$ cat src/rtl/can_pkg.sv
// Shared widths and sequencer state encoding for the CAN transmit queue.
package can_pkg;

   localparam int CAN_BYTE_W = 8;

   typedef enum logic [1:0] {
      IDLE      = 2'd0,
      ISSUE     = 2'd1,
      WAIT_BUSY = 2'd2,
      WAIT_DONE = 2'd3
   } can_txq_state_t;

endpackage

$ cat src/rtl/can_byte_fifo.sv
// Circular byte FIFO; count is held separately so full and empty are both
// possible with equal pointers.
module can_byte_fifo
   import can_pkg::*;
#(
   parameter int DEPTH = 8
) (
   input  logic                    clk,
   input  logic                    rst,
   input  logic                    push,
   input  logic                    pop,
   input  logic [CAN_BYTE_W-1:0]   wdata,
   output logic [CAN_BYTE_W-1:0]   rdata,
   output logic                    full,
   output logic [$clog2(DEPTH):0]  count
);

   localparam int PW = $clog2(DEPTH);
   localparam int CW = PW + 1;

   logic [CAN_BYTE_W-1:0] mem_q [DEPTH];
   logic [PW-1:0]         rd_ptr_q, rd_ptr_d;
   logic [PW-1:0]         wr_ptr_q, wr_ptr_d;
   logic [CW-1:0]         count_q, count_d;
   logic                  push_ok, pop_ok;

   // A push while full is dropped even if a pop frees a slot this cycle.
   assign push_ok = push && (count_q != CW'(DEPTH));
   assign pop_ok  = pop && (count_q != '0);

   always_comb begin
      rd_ptr_d = rd_ptr_q;
      wr_ptr_d = wr_ptr_q;
      count_d  = count_q;
      if (push_ok) wr_ptr_d = wr_ptr_q + PW'(1);
      if (pop_ok)  rd_ptr_d = rd_ptr_q + PW'(1);
      case ({push_ok, pop_ok})
         2'b10:   count_d = count_q + CW'(1);
         2'b01:   count_d = count_q - CW'(1);
         default: count_d = count_q;
      endcase
   end

   always_ff @(posedge clk or posedge rst) begin
      if (rst) begin
         rd_ptr_q <= '0;
         wr_ptr_q <= '0;
         count_q  <= '0;
      end else begin
         rd_ptr_q <= rd_ptr_d;
         wr_ptr_q <= wr_ptr_d;
         count_q  <= count_d;
      end
   end

   always_ff @(posedge clk) begin
      if (push_ok) mem_q[wr_ptr_q] <= wdata;
   end

   assign rdata = mem_q[rd_ptr_q];
   assign full  = (count_q == CW'(DEPTH));
   assign count = count_q;

endmodule

$ cat src/rtl/can_tx_queue.sv
// Byte queue plus send sequencer feeding the CAN controller's transmit port.
// Each queued byte is handed over exactly once: send pulse, then busy high/low.
module can_tx_queue
   import can_pkg::*;
#(
   parameter int DEPTH        = 8,
   parameter int BUSY_TIMEOUT = 4
) (
   input  logic                    clk,
   input  logic                    reset,
   input  logic [7:0]              wr_data,
   input  logic                    wr_en,
   output logic                    full,
   output logic [$clog2(DEPTH):0]  count,
   output logic                    overflow,
   output logic [7:0]              tx_data,
   output logic                    tx_send,
   input  logic                    tx_busy,
   output logic                    timeout_err,
   output logic [1:0]              state_dbg
);

   localparam int TW = $clog2(BUSY_TIMEOUT + 1);
   localparam logic [TW-1:0] TMO_LAST = TW'(BUSY_TIMEOUT - 1);

   can_txq_state_t          state_q, state_d;
   logic [CAN_BYTE_W-1:0]   tx_data_q, tx_data_d;
   logic [TW-1:0]           timer_q, timer_d;
   logic                    overflow_q, overflow_d;
   logic                    pop;
   logic [CAN_BYTE_W-1:0]   fifo_rdata;

   can_byte_fifo #(.DEPTH(DEPTH)) u_fifo (
      .clk   (clk),
      .rst   (reset),
      .push  (wr_en),
      .pop   (pop),
      .wdata (wr_data),
      .rdata (fifo_rdata),
      .full  (full),
      .count (count)
   );

   assign overflow_d = wr_en && full;

   always_ff @(posedge clk or posedge reset) begin
      if (reset) begin
         state_q    <= IDLE;
         tx_data_q  <= '0;
         timer_q    <= '0;
         overflow_q <= 1'b0;
      end else begin
         state_q    <= state_d;
         tx_data_q  <= tx_data_d;
         timer_q    <= timer_d;
         overflow_q <= overflow_d;
      end
   end

   // Handshake: tx_send is a one-cycle offer of tx_data; the controller
   // acknowledges by raising tx_busy, and the handoff completes when it drops.
   always_comb begin
      state_d   = state_q;
      tx_data_d = tx_data_q;
      timer_d   = timer_q;
      pop       = 1'b0;
      case (state_q)
         IDLE: begin
            if ((count != '0) && !tx_busy) begin
               pop       = 1'b1;
               tx_data_d = fifo_rdata;
               state_d   = ISSUE;
            end
         end
         ISSUE: begin
            timer_d = '0;
            state_d = WAIT_BUSY;
         end
         WAIT_BUSY: begin
            if (tx_busy)                 state_d = WAIT_DONE;
            else if (timer_q == TMO_LAST) state_d = IDLE;
            else                         timer_d = timer_q + TW'(1);
         end
         WAIT_DONE: begin
            if (!tx_busy) state_d = IDLE;
         end
         default: state_d = IDLE;
      endcase
   end

   always_comb begin
      tx_send     = (state_q == ISSUE);
      timeout_err = (state_q == WAIT_BUSY) && !tx_busy && (timer_q == TMO_LAST);
   end

   assign tx_data   = tx_data_q;
   assign overflow  = overflow_q;
   assign state_dbg = state_q;

endmodule

$ cat config.mk
export PLATFORM = sky130hd
export DESIGN_NAME = can_tx_queue
export DESIGN_NICKNAME = d
export VERILOG_FILES = /design/src/rtl/can_pkg.sv /design/src/rtl/can_byte_fifo.sv /design/src/rtl/can_tx_queue.sv
export SDC_FILE = /design/constraint.sdc
export NUM_CORES = 1
export LEC_CHECK = 0
export ABC_AREA = 1
export BUFFER_PORTS_ARGS = -buffer_cell sky130_fd_sc_hd__buf_4
export CAP_MARGIN = 40
export CORE_MARGIN = 10
export CORE_UTILIZATION = 50
export DETAILED_ROUTE_END_ITERATION = 7
export GPL_TIMING_DRIVEN = 0
export PLACE_DENSITY = 0.68
export SLEW_MARGIN = 20
export SYNTH_ARGS = -nofsm -noshare
export SYNTH_HDL_FRONTEND = slang
export SYNTH_SLANG_ARGS = --single-unit
$ cat constraint.sdc
create_clock -name clk -period 3.05 [get_ports clk]
set_clock_uncertainty 0.15 [all_clocks]
set_input_delay 0.305 -clock clk [delete_from_list [all_inputs] [get_ports clk]]
set_output_delay 0.305 -clock clk [all_outputs]
set_load 0.1 [all_outputs]
== Word-level counts from Yosys, hierarchy flattened ==
Memories as Yosys holds them, arrays and structs flattened. A register that Yosys moved wholly into a read port is not among the register bits.
Cells that the tools add are included.

* Mux-type cells: 13
* Equal/unequal tests: 13
* Add/subtract/negate cells: 5
* Reductions and logical operators: 14

{| class="wikitable"
|+ Operator list
! kind !! number
|-
| adder 3 x 1 -> 3 bit (second input constant) || 3
|-
| two-way mux 2 bit || 4
|-
| != test 2 bit (second input constant) || 4
|-
| case mux 2 bit (4 select lines) || 1
|-
| case mux 4 bit (2 select lines) || 1
|-
| == test 2 bit (second input constant) || 3
|-
| logical AND 1 bit || 6
|-
| two-way mux 3 bit || 2
|-
| case mux 3 bit (2 select lines) || 1
|-
| AND reduction 3 bit || 2
|-
| adder 4 x 1 -> 4 bit (second input constant) || 1
|-
| == test 2 x 1 -> 1 bit (second input constant) || 2
|-
| == test 4 bit (second input constant) || 1
|-
| two-way mux 1 bit || 4
|-
| != test 4 bit (second input constant) || 1
|-
| nonzero test 2 bit || 2
|-
| nonzero test 4 bit || 1
|-
| subtractor 4 x 1 -> 4 bit (second input constant) || 1
|-
| == test 3 x 2 -> 1 bit (second input constant) || 1
|-
| != test 3 bit (second input constant) || 1
|-
| zero test 2 bit || 1
|-
| AND reduction 2 bit || 1
|-
| zero test 1 bit || 1
|}

* Memory bits (writable): 64
* Memories kept: 1
* Input bits: 12
* Output and inout port bits: 18
* Logic and storage cells: 52
* Register bits: 16

{| class="wikitable"
|+ Memories
! memory !! words !! width !! rd ports !! clocked after memory_dff !! wr ports !! RTL line !! text
|-
| u_fifo.mem_q || 8 || 8 || 1 || 1 || 1 || can_byte_fifo.sv:21 || <nowiki>logic [CAN_BYTE_W-1:0] mem_q [DEPTH];</nowiki>
|}

== Logic depth before layout (Yosys ltp) ==
* Depth in word-level cells: 7
* Mapped depth: 14
* Gate-level depth less buffers: 13

== By module ==
A second synthesis with hierarchy kept.

* Cells, all modules: 367
* Area total of the unflattened synthesis: 3,888.7 um2

{| class="wikitable"
|+ Modules (own cells, without submodules)
! module !! cells each !! sequential area each (um2) !! area an instance (um2) !! instances
|-
| can_byte_fifo || 277 || 2,172.1 || 3,143.0 || 1
|-
| can_tx_queue || 90 || 350.3 || 745.7 || 1
|}

== Worst setup path after synthesis ==
Ideal clock, no wire load.

* Kind: register -> output
* Start: register state_q[1], in the netlist state_dbg[1]
* End: output port timeout_err
* Cell stages (with the launch flop): 4
* Path buffers: 0
* Path slack: -6 ps
* Required time: 2,595 ps
* Arrival: 2,601 ps
* Cell sequence: dfrtp_1 ha_1 nand2_1 nor2_1

* Cells in the longest elaborated chain, start to end: 3

{| class="wikitable"
|+ RTL lines
! what !! RTL line !! text
|-
| start: declaration || can_tx_queue.sv:26 || <nowiki>can_txq_state_t state_q, state_d;</nowiki>
|-
| start signal: assignment || can_tx_queue.sv:53 || <nowiki>state_q <= state_d;</nowiki>
|-
| == test 2 bit || can_tx_queue.sv:93 || <nowiki>timeout_err = (state_q == WAIT_BUSY) && !tx_busy && (timer_q == TMO_LAST);</nowiki>
|-
| logical AND 1 bit (2 in series) || can_tx_queue.sv:93 ||
|-
| end: declaration || can_tx_queue.sv:19 || <nowiki>output logic timeout_err,</nowiki>
|}

Every way passes these cells.

== Worst setup path after layout ==
* Start: register state_q[1], in the netlist state_dbg[1]
* End: register u_fifo.count_q[3], in the netlist u_fifo.count[3]

* Cells in the longest elaborated chain, start to end: 5
* Elaborated cells on any way between the ends: 7
* Those cells by class: eq/ne: 2; mux: 2; reduce/logical: 3

{| class="wikitable"
|+ RTL lines
! what !! RTL line !! text
|-
| zero test 2 bit (*) || can_tx_queue.sv:67 || <nowiki>case (state_q)</nowiki>
|-
| two-way mux 1 bit (*) || can_tx_queue.sv:67 ||
|-
| logical AND 1 bit (*) || can_byte_fifo.sv:29 || <nowiki>assign pop_ok = pop && (count_q != '0);</nowiki>
|-
| net u_fifo.pop_ok || can_byte_fifo.sv:25 || <nowiki>logic push_ok, pop_ok;</nowiki>
|-
| == test 2 x 1 -> 1 bit / == test 2 bit (equally long branches) || can_byte_fifo.sv:37 || <nowiki>case ({push_ok, pop_ok})</nowiki>
|-
| case mux 4 bit (2 select lines) / nonzero test 2 bit (equally long branches) || -- ||
|-
| end signal: assignment || can_byte_fifo.sv:52 || <nowiki>count_q <= count_d;</nowiki>
|-
| end: declaration || can_byte_fifo.sv:24 || <nowiki>logic [CW-1:0] count_q, count_d;</nowiki>
|}

The timed path passes the listed nets; every way through them passes the cells marked *.
A chain may end at the register's enable or synchronous reset.

==> impl_metrics.tcl <==
set metrics [dict create \
    status "finished clean" \
    netlist_top_cells_count "131 x nand2_1, 64 x edfxtp_1, 64 x inv_1" \
    fillers 677 \
    synth_warnings 0 \
    finalSetupTns_ns 0 \
    hp-class "in -> reg" \
    cts_sinks 88 \
    vdd_drop_max_v 0.000488 \
    grt_start_max_net_pins 16 \
    antenna_found_initial 0 \
    power_frac_seq_pct 35.4 \
    ant_nets 0 \
    synthTopCellsByArea "edfxtp_1 48%, dfrtp_1 15%, nand2_1 12%" \
    cp.required_ns 3.19 \
    num_vias 2777 \
    synthCells 405 \
    nets 472 \
    grt_setup_unrepaired "no" \
    firstDrtPassIters 5 \
    dp_hpwl_microns 5790 \
    power.net_switching_w 0.00236 \
    setup.worst_path.start "state_dbg[1]$_DFFE_PP0P_" \
    path_common_cell "nand2_1" \
    relSlewSlack_pct 46.8 \
    cp_slowest_stage_delay_ns 0.45 \
    synth_fp_nets 430 \
    gp_congestion 0.820 \
    syn_area_sq_um 4020 \
    wl_per_cell_microns 15.2 \
    crit_chain "inv_1, ha_1, nand3_4, inv_4, buf_6, ha_1, ha_1, or2_2, nand2_1, nand3_1, nand2_1, nand2_1, nand2_1" \
    postCtsSetupRepairBufs 0 \
    postLayoutCellArea_sq_um 4600 \
    start_util_pct 51.7 \
    start_kind "flop" \
    hold_end "u_fifo.mem_q[2][6]$_DFFE_PP_" \
    regToRegStartpoint "state_dbg[1]$_DFFE_PP0P_" \
    synth-edff-count 64 \
    fin_crit_sh_pct 85.6 \
    yosys.area.top_type_share_pct 47.8 \
    grt_use_met1_pct 18.1 \
    cp_top_family "simple AND/OR/NAND/NOR gates" \
    maxSlewViolCount 0 \
    antenna_cells 0 \
    p_leak_nw 2.15 \
    ys_types 24 \
    synth_most_common_cell "nand2_1" \
    drive_gt1_share_pct 17.0 \
    hold_viol 0 \
    crit_buf_inv 3 \
    cts_root_buf "clkbuf_8" \
    busiest_layer "met2" \
    power_switching_share_pct 48.7 \
    fmaxAchievable_ghz 0.383 \
    period_needed_ns 2.61 \
    grt-ovfl-total 0 \
    dr.first_iter.drc_count 162 \
    drt-total-wl_microns 8420 \
    worst_pin_slew_ns 0.794 \
    track_usage_pct 15.0 \
    hold_ws_ns 0.0346 \
    grt_pass1_vias 2767 \
    drc 0 \
    cts_buffers 9 \
    p_clk_share_pct 14.7 \
    grtUsageMet3_pct 3.57 \
    setup_violations 0 \
    seq_area_frac_synth_pct 62.8 \
    die-area_sq_um 12000 \
    synth.avg_cell_area_sq_um 9.92 \
    clk_latency_ns 0.35 \
    min_path_cells 1 \
    clkSlewWorstSetupHoldPaths_ns 0.09 \
    synth_seq_cells 88 \
    crit_arrival_ns 2.75 \
    critPathMaxFanout 10 \
    portBuffers 29 \
    synth_top_cell_by_area "edfxtp_1" \
    worstRegToRegCells 13 \
    critical_path_class "reg -> reg" \
    chipHeight_microns 110 \
    grtUsageMet2_pct 26.1 \
    maxCapViolations 0 \
    core_area_sq_um 7770 \
    die_x_microns 110 \
    cpMaxStageDelayCell "dfrtp_2" \
    endpoint_kind "flop" \
    p_int_w 0.00249 \
    r2r-end "u_fifo.count[3]$_DFFE_PP0P_" \
    async_reset_ff_share_pct 27.3 \
    min_from "wr_data[6]" \
    grt_pass1_wl_microns 13800 \
    cts_max_path_buffers 2 \
    cellPowerDensity_nw_per_um2 1050 \
    cts_htree_levels 3 \
    tritoncts "built" \
    r2r_slack_ns 0.44 \
    placed_cell_area_sq_um 4420 \
    viasPerCell 5.01 \
    combPwrFrac_pct 49.9 \
    row_count 32 \
    utilization_pct 59.3 \
    synth_ff_type "edfxtp_1" \
    io_pins 30 \
    synthToLayoutAreaGrowth_pct 14.5 \
]
==> area by class of cell <==
class / count / area [sq um] / area share (%)
flip-flops and latches: 88 / 2520 / 54.8
multi-input cells: 236 / 1190 / 25.9
inverters: 68 / 258 / 5.60
repair buffers: 31 / 243 / 5.27
well taps: 102 / 128 / 2.77
clock buffers: 9 / 124 / 2.69
plain buffers: 13 / 87.6 / 1.90
clock inverters: 7 / 46.3 / 1.01
==> metal layers <==
| layer | wire [microns] | part of all wire [%] |
|---|---|---|
| met1 | 3640 | 43 |
| met2 | 4220 | 50 |
| met3 | 458 | 5.4 |
| met4 | 100 | 1.2 |
| met5 | 0 | 0 |
==> layout by cell type, fill, tap and decap left out, types with 2 or more instances in the layout <==
cell,instances
nand2_2,2
a21oi_1,4
nor2_2,2
inv_2,2
buf_6,2
nor3_2,8
nand3_1,55
clkinv_2,2
dfrtp_1,23
clkinvlp_4,2
o21ai_0,5
xor2_1,4
nand2_1,131
clkinv_1,2
inv_1,64
buf_2,7
buf_4,33
ha_1,12
or2_2,2
clkbuf_8,9
nor2_1,7
edfxtp_1,64
==> cells by family (layout without fill, tap and decap cells) <==
kind of cell | Yosys count | in the layout | synth area share, %
AND/OR/NAND/NOR | 208 | 208 | 22.0
flip-flops | 88 | 88 | 62.8
buffers and inverters | 81 | 128 | 8.59
adder cells (fa/ha/maj) | 13 | 13 | 4.23
AO/OA/AOI/OAI | 10 | 10 | 1.28
XOR/XNOR | 5 | 5 | 1.09
==> power by group through the flow <==
| stage | logic (W) | registers, W | clock network (W) |
|---|---|---|---|
| after floorplan | 0.00118 | 0.00236 | 0 |
| after global placement | 0.00234 | 0.00173 | 0 |
| after detailed placement | 0.00243 | 0.00174 | 0 |
| after CTS | 0.00243 | 0.00172 | 0.000726 |
| after global routing | 0.00265 | 0.00175 | 0.000771 |
| final | 0.00242 | 0.00172 | 0.000713 |
==> worst max path at each step <==
stage | to | slack [ns] | cells past startpoint
finish | u_fifo.count[3]$_DFFE_PP0P_ | 0.44 | 13
global route | u_fifo.count[3]$_DFFE_PP0P_ | 0.29 | 13
CTS | u_fifo.count[3]$_DFFE_PP0P_ | 0.45 | 13
detailed placement | u_fifo.count[3]$_DFFE_PP0P_ | 0.48 | 13
global placement | u_fifo.count[3]$_DFFE_PP0P_ | 0.52 | 12
floorplan | u_fifo.count[3]$_DFFE_PP0P_ | 0.005 | 12
==> flip-flops by register name (all words and copies together) (netlist names) <==
register / count
u_fifo.wr_ptr_q: 3
overflow: 1
u_fifo.rd_ptr_q: 3
u_fifo.mem_q: 64
u_fifo.count: 4
timer_q: 3
tx_data: 8
state_dbg: 2
==> per-stage QoR <==
stage | setup WS [ns] | instances | power [W]
global placement | 0.518 | 536 | 0.00408
floorplan | 0.00537 | 405 | 0.00354
CTS | 0.449 | 554 | 0.00488
global route | 0.291 | 554 | 0.00517
finish | 0.438 | 554 | 0.00485
detailed placement | 0.479 | 537 | 0.00417
==> repair_timing <==
item | CTS | global route
gates resized for setup | 0 | 0
hold buffers | 1 | 0
endpoints found under the hold margin | 11 | 0
No activity file was read; power rests on OpenSTA's default activity.
